<file path="config.mk">
export PLATFORM = sky130hd
export DESIGN_NAME = sdram_port_arbiter
export DESIGN_NICKNAME = d
export VERILOG_FILES = /design/src/rtl/sdram_port_arbiter.sv
export SDC_FILE = /design/constraint.sdc
export NUM_CORES = 1
export LEC_CHECK = 0
export CORE_MARGIN = 2
export CORE_UTILIZATION = 34
export CTS_BUF_LIST = sky130_fd_sc_hd__clkbuf_16
export CTS_CLUSTER_DIAMETER = 50
export DETAILED_ROUTE_END_ITERATION = 6
export HOLD_SLACK_MARGIN = 0.05
export PLACE_DENSITY = 0.81
export SLEW_MARGIN = 20
export SYNTH_ARGS = -nofsm -noshare
export SYNTH_HDL_FRONTEND = slang
export SYNTH_SLANG_ARGS = --single-unit
</file>
<file path="constraint.sdc">
create_clock -name CLK -period 2.5 [get_ports CLK]
set_input_delay 0.375 -clock CLK [delete_from_list [all_inputs] [get_ports CLK]]
set_output_delay 0.375 -clock CLK [all_outputs]
set_load 0.01 [all_outputs]
</file>
<file path="src/rtl/sdram_port_arbiter.sv">
// Round-robin arbiter sharing the SDRAM controller's read/write ports among
// NUM_CLIENTS requesters, one transaction in flight, with a watchdog abort.
module sdram_port_arbiter #(
    parameter int NUM_CLIENTS = 3,
    parameter int TIMEOUT     = 255,
    parameter int TO_W        = 8
) (
    input  logic                      CLK,
    input  logic                      RST,
    input  logic [NUM_CLIENTS-1:0]    c_req,
    input  logic [NUM_CLIENTS-1:0]    c_we,
    input  logic [24*NUM_CLIENTS-1:0] c_adr,
    input  logic [16*NUM_CLIENTS-1:0] c_wdata,
    output logic [NUM_CLIENTS-1:0]    c_gnt,
    output logic [NUM_CLIENTS-1:0]    c_done,
    output logic                      c_err,
    output logic [15:0]               c_rdata,
    output logic                      rd_i_stb,
    input  logic                      rd_i_ack,
    input  logic                      rd_o_stb,
    output logic                      rd_o_ack,
    output logic [23:0]               RD_ADR,
    input  logic [15:0]               RD_DATA,
    output logic                      wt_i_stb,
    input  logic                      wt_i_ack,
    input  logic                      wt_o_stb,
    output logic                      wt_o_ack,
    output logic [23:0]               WT_ADR,
    output logic [15:0]               WT_DATA
);
    localparam int IDX_W = (NUM_CLIENTS > 1) ? $clog2(NUM_CLIENTS) : 1;
    localparam int SUM_W = IDX_W + 1;

    typedef enum logic [1:0] {S_IDLE, S_ISSUE, S_WAIT} state_t;

    state_t                  state, state_nx;
    logic [IDX_W-1:0]        ptr, idx, win, cand;
    logic [SUM_W-1:0]        sum;
    logic                    found;
    logic [NUM_CLIENTS-1:0]  win_oh, idx_oh;
    logic                    we_l;
    logic [23:0]             adr_l;
    logic [15:0]             wdata_l;
    logic [TO_W-1:0]         wdog;
    logic                    grant, accepted, complete, expired, abort;

    // Completion pulses are acknowledged unconditionally so the controller never stalls.
    assign rd_o_ack = rd_o_stb;
    assign wt_o_ack = wt_o_stb;
    assign RD_ADR   = adr_l;
    assign WT_ADR   = adr_l;
    assign WT_DATA  = wdata_l;

    always_comb begin
        win   = ptr;
        found = 1'b0;
        sum   = '0;
        cand  = '0;
        for (int k = 1; k <= NUM_CLIENTS; k++) begin
            sum = {1'b0, ptr} + SUM_W'(k);
            if (sum >= SUM_W'(NUM_CLIENTS))
                sum = sum - SUM_W'(NUM_CLIENTS);
            cand = sum[IDX_W-1:0];
            if (!found && c_req[cand]) begin
                found = 1'b1;
                win   = cand;
            end
        end
    end

    always_comb begin
        win_oh = '0;
        idx_oh = '0;
        for (int i = 0; i < NUM_CLIENTS; i++) begin
            win_oh[i] = (win == IDX_W'(i));
            idx_oh[i] = (idx == IDX_W'(i));
        end
    end

    always_ff @(posedge CLK) begin
        if (RST) state <= S_IDLE;
        else     state <= state_nx;
    end

    always_comb begin
        state_nx = state;
        case (state)
            S_IDLE:  if (grant) state_nx = S_ISSUE;
            S_ISSUE: begin
                if (expired)       state_nx = S_IDLE;
                else if (accepted) state_nx = S_WAIT;
            end
            S_WAIT:  if (complete || expired) state_nx = S_IDLE;
            default: state_nx = S_IDLE;
        endcase
    end

    // A completion landing in the same cycle as the watchdog expiry wins over the abort.
    always_comb begin
        grant    = 1'b0;
        accepted = 1'b0;
        complete = 1'b0;
        expired  = 1'b0;
        case (state)
            S_IDLE:  grant = found;
            S_ISSUE: begin
                expired  = (wdog == TO_W'(TIMEOUT));
                accepted = !expired && (we_l ? wt_i_ack : rd_i_ack);
            end
            S_WAIT:  begin
                expired  = (wdog == TO_W'(TIMEOUT));
                complete = we_l ? wt_o_stb : rd_o_stb;
            end
            default: ;
        endcase
    end
    assign abort = expired && !complete;

    always_ff @(posedge CLK) begin
        if (RST) begin
            ptr      <= IDX_W'(NUM_CLIENTS - 1);
            idx      <= '0;
            we_l     <= 1'b0;
            adr_l    <= '0;
            wdata_l  <= '0;
            wdog     <= '0;
            c_gnt    <= '0;
            c_done   <= '0;
            c_err    <= 1'b0;
            c_rdata  <= '0;
            rd_i_stb <= 1'b0;
            wt_i_stb <= 1'b0;
        end else begin
            c_gnt  <= '0;
            c_done <= '0;
            c_err  <= 1'b0;
            if (state != S_IDLE)
                wdog <= wdog + TO_W'(1);
            if (grant) begin
                ptr      <= win;
                idx      <= win;
                we_l     <= c_we[win];
                adr_l    <= c_adr[int'(win)*24 +: 24];
                wdata_l  <= c_wdata[int'(win)*16 +: 16];
                c_gnt    <= win_oh;
                wdog     <= '0;
                wt_i_stb <= c_we[win];
                rd_i_stb <= !c_we[win];
            end
            if (accepted) begin
                wt_i_stb <= 1'b0;
                rd_i_stb <= 1'b0;
            end
            if (complete) begin
                c_done <= idx_oh;
                if (!we_l)
                    c_rdata <= RD_DATA;
            end
            if (abort) begin
                wt_i_stb <= 1'b0;
                rd_i_stb <= 1'b0;
                c_done   <= idx_oh;
                c_err    <= 1'b1;
                c_rdata  <= '0;
            end
        end
    end
endmodule

</file>
Word-level counts from Yosys, hierarchy flattened
Cells that the tools add are included.
{"block": "word_totals", "register_bits": 80, "latch_bits": 0, "ramBits": 0, "rom_bits": 0, "inputBits": 148, "output_inout_bits": 91, "wordCells": 94, "mem_count": 0}
{"block": "op_classes", "addsub": 7, "multipliers": 1, "div": 0, "order_cmp": 7, "eq_ne": 10, "shifts": 2, "mux": 31, "bitwise": 2, "n_reduce_logical": 21}
{"cell": "variable part select 72 x 8 -> 24 bit", "count": 1}
{"cell": "variable part select 48 x 7 -> 16 bit", "count": 1}
{"cell": "2-to-1 mux 2 bit", "count": 10}
{"cell": "2-to-1 mux 1 bit", "count": 14}
{"cell": "less-than comparator 2 x 3 -> 1 bit, second input constant", "count": 4}
{"cell": "greater-or-equal comparator 3 x 2 -> 1 bit, second input constant", "count": 3}
{"cell": "adder 8 x 1 -> 8 bit, second input constant", "count": 1}
{"cell": "binary-select mux 1 bit (select 2 bit)", "count": 4}
{"cell": "== test 8 bit, second input constant", "count": 1}
{"cell": "OR reduction 2 bit", "count": 4}
{"cell": "adder 2 x 2 -> 3 bit, second input constant", "count": 2}
{"cell": "== test 2 x 1 -> 1 bit, second input constant", "count": 3}
{"cell": "== test 2 bit, second input constant", "count": 3}
{"cell": "logical NOT 2 bit", "count": 3}
{"cell": "2-to-1 mux 3 bit", "count": 2}
{"cell": "case mux 2 bit (3 select lines)", "count": 1}
{"cell": "subtractor 2 bit, second input constant", "count": 3}
{"cell": "logical NOT 1 bit", "count": 5}
{"cell": "logical AND 1 bit", "count": 4}
{"cell": "multiplier 2 x 2 -> 4 bit, second input constant", "count": 1}
{"cell": "inequality test 2 bit, second input constant", "count": 2}
{"cell": "adder 2 x 1 -> 3 bit, second input constant", "count": 1}
{"cell": "inequality test 3 bit, second input constant", "count": 1}
{"cell": "AND reduction 3 bit", "count": 1}
{"cell": "other kinds (5)", "count": 6}

Depth between registers and ports, before layout
Gate-level depths: netlist of the first run.
{"block": "depth", "ltp_word": 15, "depth_mapped": 12, "depth_no_buf": 8}

Worst setup path after synthesis of the first run
OpenSTA, ideal clock, no wires.
{"block": "synth_path", "path_type": "flip-flop to flip-flop", "startpoint": "register ptr[0]", "endpoint": "register wdata_l[0], in the netlist WT_DATA[0]", "setup_time_ns": 0.122, "t_arrival_ns": 2.510, "path_slack_ns": -0.132, "stages_incl_launch_ff": 12, "n_path_buf": 4, "synth_period_minus_slack_ns": 2.632, "cell_sequence": "dfxtp_1 > inv_1 > ha_1 > buf_2 > mux2i_1 > o21ai_0 > o41a_1 > buf_6 > and3_4 > buf_6 > buf_6 > a221o_1"}
{"block": "synth_via", "elab_chain_cells": 13, "elab_cells_between_ends": 30, "classes_between": "6 x add/sub; 3 x order compare; 1 x shift; 16 x mux; 4 x reduce/logical"}
{"item": "start, declared", "line": "37", "text": "logic [IDX_W-1:0] ptr, idx, win, cand;"}
{"item": "start signal, assigned", "line": "121", "text": "ptr <= IDX_W'(NUM_CLIENTS - 1);"}
{"item": "start signal, assigned", "line": "140", "text": "ptr <= win;"}
{"item": "adder 2 x 1 -> 3 bit", "line": "60", "text": "sum = {1'b0, ptr} + SUM_W'(k);"}
{"item": "greater-or-equal comparator 3 x 2 -> 1 bit / subtractor 2 bit (equally long branches)", "line": "61, 62"}
{"item": "2-to-1 mux 2 bit", "line": "61", "text": "if (sum >= SUM_W'(NUM_CLIENTS))"}
{"item": "binary-select mux 1 bit (select 2 bit)", "line": "64", "text": "if (!found && c_req[cand]) begin"}
{"item": "2-to-1 mux 1 bit (not written as such)", "line": "64"}
{"item": "2-to-1 mux 1 bit", "line": "64"}
{"item": "logical NOT 1 bit", "line": "64"}
{"item": "logical AND 1 bit", "line": "64"}
{"item": "2-to-1 mux 1 bit", "line": "64"}
{"item": "logical NOT 1 bit", "line": "64"}
{"item": "logical AND 1 bit", "line": "64"}
{"item": "2-to-1 mux 2 bit / 2-to-1 mux 1 bit (equally long branches)", "line": "64"}
{"item": "variable part select 48 x 7 -> 16 bit / 2-to-1 mux 1 bit (equally long branches)", "line": "144, 104"}
{"item": "end signal, assigned", "line": "144", "text": "wdata_l <= c_wdata[int'(win)*16 +: 16];"}
{"item": "end, declared", "line": "43", "text": "logic [15:0] wdata_l;"}
Parallel ways exist; a longest one is shown, timed or not. The select of a mux whose other input is x is not followed.
A chain may end at the register's enable or synchronous reset.

Final worst setup path of the first run
{"block": "layout_path", "startpoint": "register ptr[1]", "endpoint": "register wdata_l[15], in the netlist WT_DATA[15]"}
The elaborated chain is that of the path after synthesis.

==> impl_metrics.json, run 1 <==
{
  "status": "finished, violations left",
  "violations": "setup timing",
  "arrival_ns": 2.79,
  "drt_iter0_markers": 305,
  "clockRootBuffer": "clkbuf_16",
  "reg2reg_slack_ns": -0.08,
  "routabilityCongestion": 0.8662,
  "grt.met1_usage": 0.2512,
  "cts-buffers-inserted": 9,
  "ys.flop_type": "dfxtp_1",
  "relSlewSlack": 0.5887,
  "whs_endpoint": "c_rdata[6]",
  "crit_path_cell_trace": "buf_6, ha_4, mux2_4, a21o_1, o41a_1, buf_6, nand4_4, buf_6, clkbuf_16, nor2_1, a221o_1",
  "start_util": 0.3481,
  "met2_usage": 0.3984,
  "io_pins": 239,
  "yosysUniqueCellTypes": 50,
  "worstPathMaxFanout": 9,
  "cap_violations": 0,
  "cts_hold_buf": 0,
  "synthToLayoutAreaGrowth_pct": 92.04,
  "cp-start-kind": "flop",
  "skew_ns": 0.01021,
  "wire_per_inst_um": 19.39,
  "critPathMaxStageDelay_ns": 0.41,
  "postLayoutSetupSlackWorst_ns": -0.07983,
  "endpoint_kind": "flop",
  "htreeDepth": 3,
  "grt_antenna_before_repair": 0,
  "core_um2": 11420,
  "wl_mm": 16.27,
  "cp_slowest_cell": "o41a_1",
  "critical_path_class": "flop to flop",
  "synth_top_area_cell": "dfxtp_1",
  "netlist_instances": 433,
  "drive_gt1_frac": 0.1796,
  "place_hpwl_mm": 10.97,
  "drc": 0,
  "synth-edff-count": 0,
  "ir_drop_mv": 1.044,
  "final-hold-violation-count": 0,
  "path_buf_inv": 4,
  "crit_top_cell": "buf_6",
  "diodes": 0,
  "chipHeight_um": 112.1,
  "slew_violations": 0,
  "insertion_delay_ns": 0.33,
  "drtAntennaViolNets": 0,
  "cts_buffer_depth": 2,
  "tritoncts": "yes",
  "postSynthAreaPerCell_um2": 9.180,
  "final_nets": 847,
  "crit_required_ns": 2.71,
  "grt_usage": 0.2185,
  "setup_violations": 39,
  "synth_top_area_share": 0.3979,
  "ys_async_sr_fraction": 0,
  "synth_area_leaders": "dfxtp_1 (40%), mux2i_1 (11%), a221o_1 (9.8%)",
  "hold_path.startpoint": "c_rdata[6]",
  "critPathTopFamily": "compound AO/OA/AOI/OAI gates",
  "period_share": 1.032,
  "total_power_mw": 9.376,
  "hp-class": "flop to flop",
  "num_vias": 4375,
  "grt.busiest_layer": "met2",
  "met3_usage": 0.04590,
  "fmax_mhz": 387.6,
  "worst_pin_slew_ns": 0.6169,
  "clk_transition_reported_paths_ns": 0.06,
  "fin_tns_setup_ns": -1.741,
  "power_density_nw_per_um2": 1228,
  "viasPerCell": 5.215,
  "seq_area_frac_synth": 0.3979,
  "min_path_cells": 2,
  "power_leakage_nw": 3.066,
  "period_needed_ns": 2.580,
  "num_rows": 39,
  "grt_overflow": 0,
  "portBuffers": 238,
  "r2r_end": "WT_DATA[15]",
  "dieArea_um2": 12570,
  "reg2reg_from": "ptr[1]",
  "firstDrtPassIters": 5,
  "first_global_vias": 4295,
  "clock_sinks": 79,
  "grt_setup_unrepaired": "yes",
  "grt_pass1_wl_mm": 22.08,
  "yosysWarnings": 0,
  "ys_seq_elements": 79,
  "synth.cell_area_um2": 3975,
  "netlist_top_cells_count": "dfxtp_1 (79), nor2_1 (61), mux2i_1 (44)",
  "whs_ns": 0.4560,
  "synth_most_common_cell": "dfxtp_1",
  "grt_max_degree": 23,
  "die_w_um": 112.1,
  "rr_worst_depth": 11,
  "syn-num-nets": 589
}
[routing by layer]
| metal | vias to the layer above | routed length [um] |
|---|---|---|
| met2 | 204 | 8470 |
| met5 | - | 0 |
| li1 | 2055 | - |
| met3 | 43 | 1059 |
| met1 | 2073 | 6226 |
| met4 | 0 | 512 |
[layout make-up]
type,instances,area [um2]
multi-input cells,290,2307
well taps,143,178.9
repair buffers,302,3224
clock inverters,7,77.57
inverters,9,36.28
clock buffers,9,225.2
fillers,842,3785
flip-flops and latches,79,1584
[report_power, final]
part | total (mW) | internal (mW) | switching [mW]
Sequential | 1.80 | 1.57 | 0.232
Clock | 1.33 | 0.786 | 0.548
Combinational | 6.24 | 3.56 | 2.68
[worst max-delay path by stage]
stage	to	startpoint	slack, ns	cells past startpoint
floorplan	WT_DATA[0]	ptr[0]	0.00003	11
global route	WT_DATA[15]	ptr[1]	-0.15	11
detailed placement	RD_ADR[19]	c_req[0]	-0.24	8
CTS	RD_ADR[11]	ptr[1]	0.009	9
global placement	WT_DATA[12]	c_req[2]	-0.15	9
finish	WT_DATA[15]	ptr[1]	-0.08	11
[cells in the final DEF, fill, tap and decap left out, types with 4 or more instances in the layout]
master and n:
buf_6 7, nor2_1 51, buf_12 8, ha_1 4, nand2_1 41, mux2i_4 12, mux2i_1 30, xor2_1 5
clkdlybuf4s50_1 238, buf_16 4, inv_1 7, a221o_1 39, nand3_1 8, nor2_4 8, nor2b_1 4, dfxtp_1 77
a21oi_1 21, nor4_1 4, clkbuf_16 17, ha_4 4, buf_4 35
[worst min-delay path, stage by stage, from the launching register on]
cell and delay, ns:
dfxtp_1 0.31, nand2_1 0.05, a21oi_1 0.05
[state kept, by name, summed over array words and instances, names as in the netlist, 2 cells and up]
name and count:
RD_ADR 24, WT_DATA 16, c_rdata 16, wdog 8, c_done 3, c_gnt 3, ptr 2, state 2
[kinds of logic (layout without fill, tap and decap cells)]
logic type,count (synthesis),count (layout),synth area share
compound gates,91,91,0.1835
xor+xnor,7,7,0.01542
fa+ha+maj,8,8,0.02518
buf+inv,64,327,0.1048
flops,79,79,0.3979
mux,46,46,0.1174
simple gates,138,138,0.1558
[per-stage QoR]
step,instances,worst slack (ns),instance area (um2),utilization
finish,839,-0.07983,7634,0.6685
global route,839,-0.1511,7634,0.6685
CTS,817,0.009244,7005,0.6135
detailed placement,796,-0.2380,6558,0.5743
global placement,796,-0.1546,6558,0.5743
floorplan,433,0.00002909,3983,-
[what timing repair did]
item,4_1_cts,5_1_grt
endpoints found under the setup margin,39,41
gates cloned,2,8
buffers inserted,3,14
gates resized for setup,11,71
pin swaps,3,14
Note: power is estimated with default switching activity, not from simulation.
==> run 2: changes to the inputs <==
--- a/config.mk
+++ b/config.mk
@@ -11,7 +11,7 @@
 export CTS_CLUSTER_DIAMETER = 50
 export DETAILED_ROUTE_END_ITERATION = 6
 export HOLD_SLACK_MARGIN = 0.05
-export PLACE_DENSITY = 0.81
+export PLACE_DENSITY = 0.77
 export SLEW_MARGIN = 20
 export SYNTH_ARGS = -nofsm -noshare
 export SYNTH_HDL_FRONTEND = slang
==> run 2 against run 1 <==
Against the previous run: the flow still finishes with violations (setup timing); setup slack gained 0.0068 ns; sequential power hardly changed; power decreased by 6.1%; via count down 1.2%; global-route usage is 1.3 points higher; count of clock-buffer cells in the layout is the same; clock power about the same; routed wire length fell by 4.1%; sequential share of layout area up 0.70 points; critical path depth rose by 1; die area is the same; largest cell class unchanged.
==> impl_metrics.json, run 2 (synthesized netlist as in run 1, its figures left out) <==
{
  "wl_mm": 15.60,
  "cap_violations": 0,
  "grt_max_degree": 21,
  "setup_violations": 39,
  "utilization": 0.6468,
  "hp-class": "flop to flop",
  "p_sw_mw": 3.292,
  "routabilityCongestion": 0.8600,
  "ir_drop_mv": 0.7365,
  "first_global_vias": 4466,
  "chipHeight_um": 112.1,
  "postLayoutSetupSlackWorst_ns": -0.07303,
  "final-hold-violation-count": 0,
  "start_util": 0.3481,
  "portBuffers": 238,
  "wire_per_inst_um": 18.61,
  "skew_ns": 0.004637,
  "cp-start-kind": "flop",
  "clk_transition_reported_paths_ns": 0.06,
  "worstPathMaxFanout": 5,
  "final_cell_mix": "clkdlybuf4s50_1 (238), dfxtp_1 (77), nor2_1 (49)",
  "drtAntennaViolNets": 0,
  "num_vias": 4323,
  "insertion_delay_ns": 0.34,
  "status": "finished, violations left",
  "endpoint_kind": "flop",
  "tritoncts": "yes",
  "htreeDepth": 3,
  "viasPerCell": 5.159,
  "grt.met1_usage": 0.2590,
  "hold_path.startpoint": "rd_i_stb",
  "cts_buffer_depth": 2,
  "final_common_cell": "clkdlybuf4s50_1",
  "die_w_um": 112.1,
  "seq_power_share": 0.201,
  "drc": 0,
  "largest_reg_flops": 24,
  "grt_antenna_before_repair": 1,
  "p_comb_frac": 0.645,
  "worst_pin_slew_ns": 0.6425,
  "arrival_ns": 2.80,
  "dieArea_um2": 12570,
  "p_sw_frac": 0.3741,
  "cts_hold_buf": 0,
  "clockRootBuffer": "clkbuf_16",
  "grt.busiest_layer": "met2",
  "critPathLaunch": "ptr[0]",
  "relSlewSlack": 0.5717,
  "clockPowerShare": 0.154,
  "slew_violations": 0,
  "met3_usage": 0.04752,
  "grt_setup_unrepaired": "yes",
  "drive_gt1_frac": 0.1686,
  "grt_usage": 0.2314,
  "io_pins": 239,
  "drt_iter0_markers": 253,
  "reg2reg_from": "ptr[0]",
  "met2_usage": 0.4289,
  "crit_required_ns": 2.73,
  "firstDrtPassIters": 4,
  "fin_tns_setup_ns": -1.371,
  "period_needed_ns": 2.573,
  "violations": "setup timing",
  "cts-buffers-inserted": 9,
  "place_hpwl_mm": 10.55,
  "period_share": 1.029,
  "core_um2": 11420,
  "final_nets": 845,
  "grt_pass1_wl_mm": 23.00,
  "whs_ns": 0.4565,
  "synthToLayoutAreaGrowth_pct": 85.80,
  "design_area_um2": 7386,
  "p_int_mw": 5.509,
  "fill_cells": 915,
  "clock_sinks": 79,
  "power_leakage_nw": 2.999,
  "place_area_um2": 6505,
  "grt_overflow": 0,
  "fmax_mhz": 388.6,
  "critical_path_class": "flop to flop",
  "num_rows": 39,
  "reg2reg_slack_ns": -0.07,
  "power_density_nw_per_um2": 1192
}
## run 2: cell types whose count changed in the layout (fill, tap and decap cells not counted), moves of 4 or more
cell / before / now
nor2_2: 2 / 6
mux2i_4: 12 / 2
mux2i_1: 30 / 39
clkbuf_16: 17 / 13
## run 2: path summary, 6_finish.rpt
check        cells after the start          to
max reg2reg                     12  WT_DATA[1]
max                             12  WT_DATA[1]
min reg2reg                      2    rd_i_stb
min                              2    rd_i_stb
## run 2: worst max-delay path, cell delays in order, from the launching register on
cell and delay (ns):
dfxtp_2 0.34, inv_2 0.06, buf_4 0.16, ha_4 0.17
nor3b_2 0.26, a211oi_2 0.08, buf_4 0.15, o31ai_4 0.34
buf_6 0.19, buf_16 0.14, mux2i_4 0.26, nor2_4 0.05
a221o_1 0.26
## run 2: layout make-up
type                       instances  area [um2]  area share
multi-input combinational        293        2203      0.2983
clock inverter                     7       81.33     0.01101
clock buffer                       9       225.2     0.03049
antenna                            1       2.502   0.0003388
tap                              143       178.9     0.02423
timing repair buffer             297        3077      0.4166
inverter                           9       33.78    0.004574
sequential                        79        1584      0.2145
## run 2: power by group through the flow
stage          clock network, mW  logic [mW]  registers (mW)
2_1_floorplan                  0        2.53            1.87
3_3_place_gp                   0        4.21            1.78
3_5_place_dp                   0        4.29            1.79
4_1_cts                     1.37        5.21            1.76
5_1_grt                     1.43        6.00            1.80
6_report                    1.36        5.68            1.77
## run 2: repair_timing
item / CTS / global route
setup buffers: 16 / 1
hold endpoints to repair: 0 / 0
gates resized for setup: 26 / 30
gates cloned: 8 / 4
setup endpoints to repair: 41 / 42
pin swaps: 8 / 6
## run 2: metal layers
metal  routed length (um)  share of wire  vias to the layer above
li1                     -              -                     2063
met1                 6214           0.40                     2058
met2                 8053           0.52                      174
met3                  994          0.064                       28
met4                  333          0.021                        0
met5                    0              0                        -
## run 2: through the flow
step	total power, mW	worst slack, ns	cells
after global placement	5.984	-0.2216	794
after floorplan	4.398	0.00002909	433
after CTS	8.349	0.0005318	834
final	8.802	-0.07303	838
after detailed placement	6.072	-0.3334	794
after global routing	9.230	-0.1364	838
==> run 3: changes to the inputs <==
--- a/config.mk
+++ b/config.mk
@@ -7,7 +7,6 @@
 export LEC_CHECK = 0
 export CORE_MARGIN = 2
 export CORE_UTILIZATION = 34
-export CTS_BUF_LIST = sky130_fd_sc_hd__clkbuf_16
 export CTS_CLUSTER_DIAMETER = 50
 export DETAILED_ROUTE_END_ITERATION = 6
 export HOLD_SLACK_MARGIN = 0.05
==> results of run 3 <==
Same layout as run 2: the final DEF is identical, and so are final timing and power.
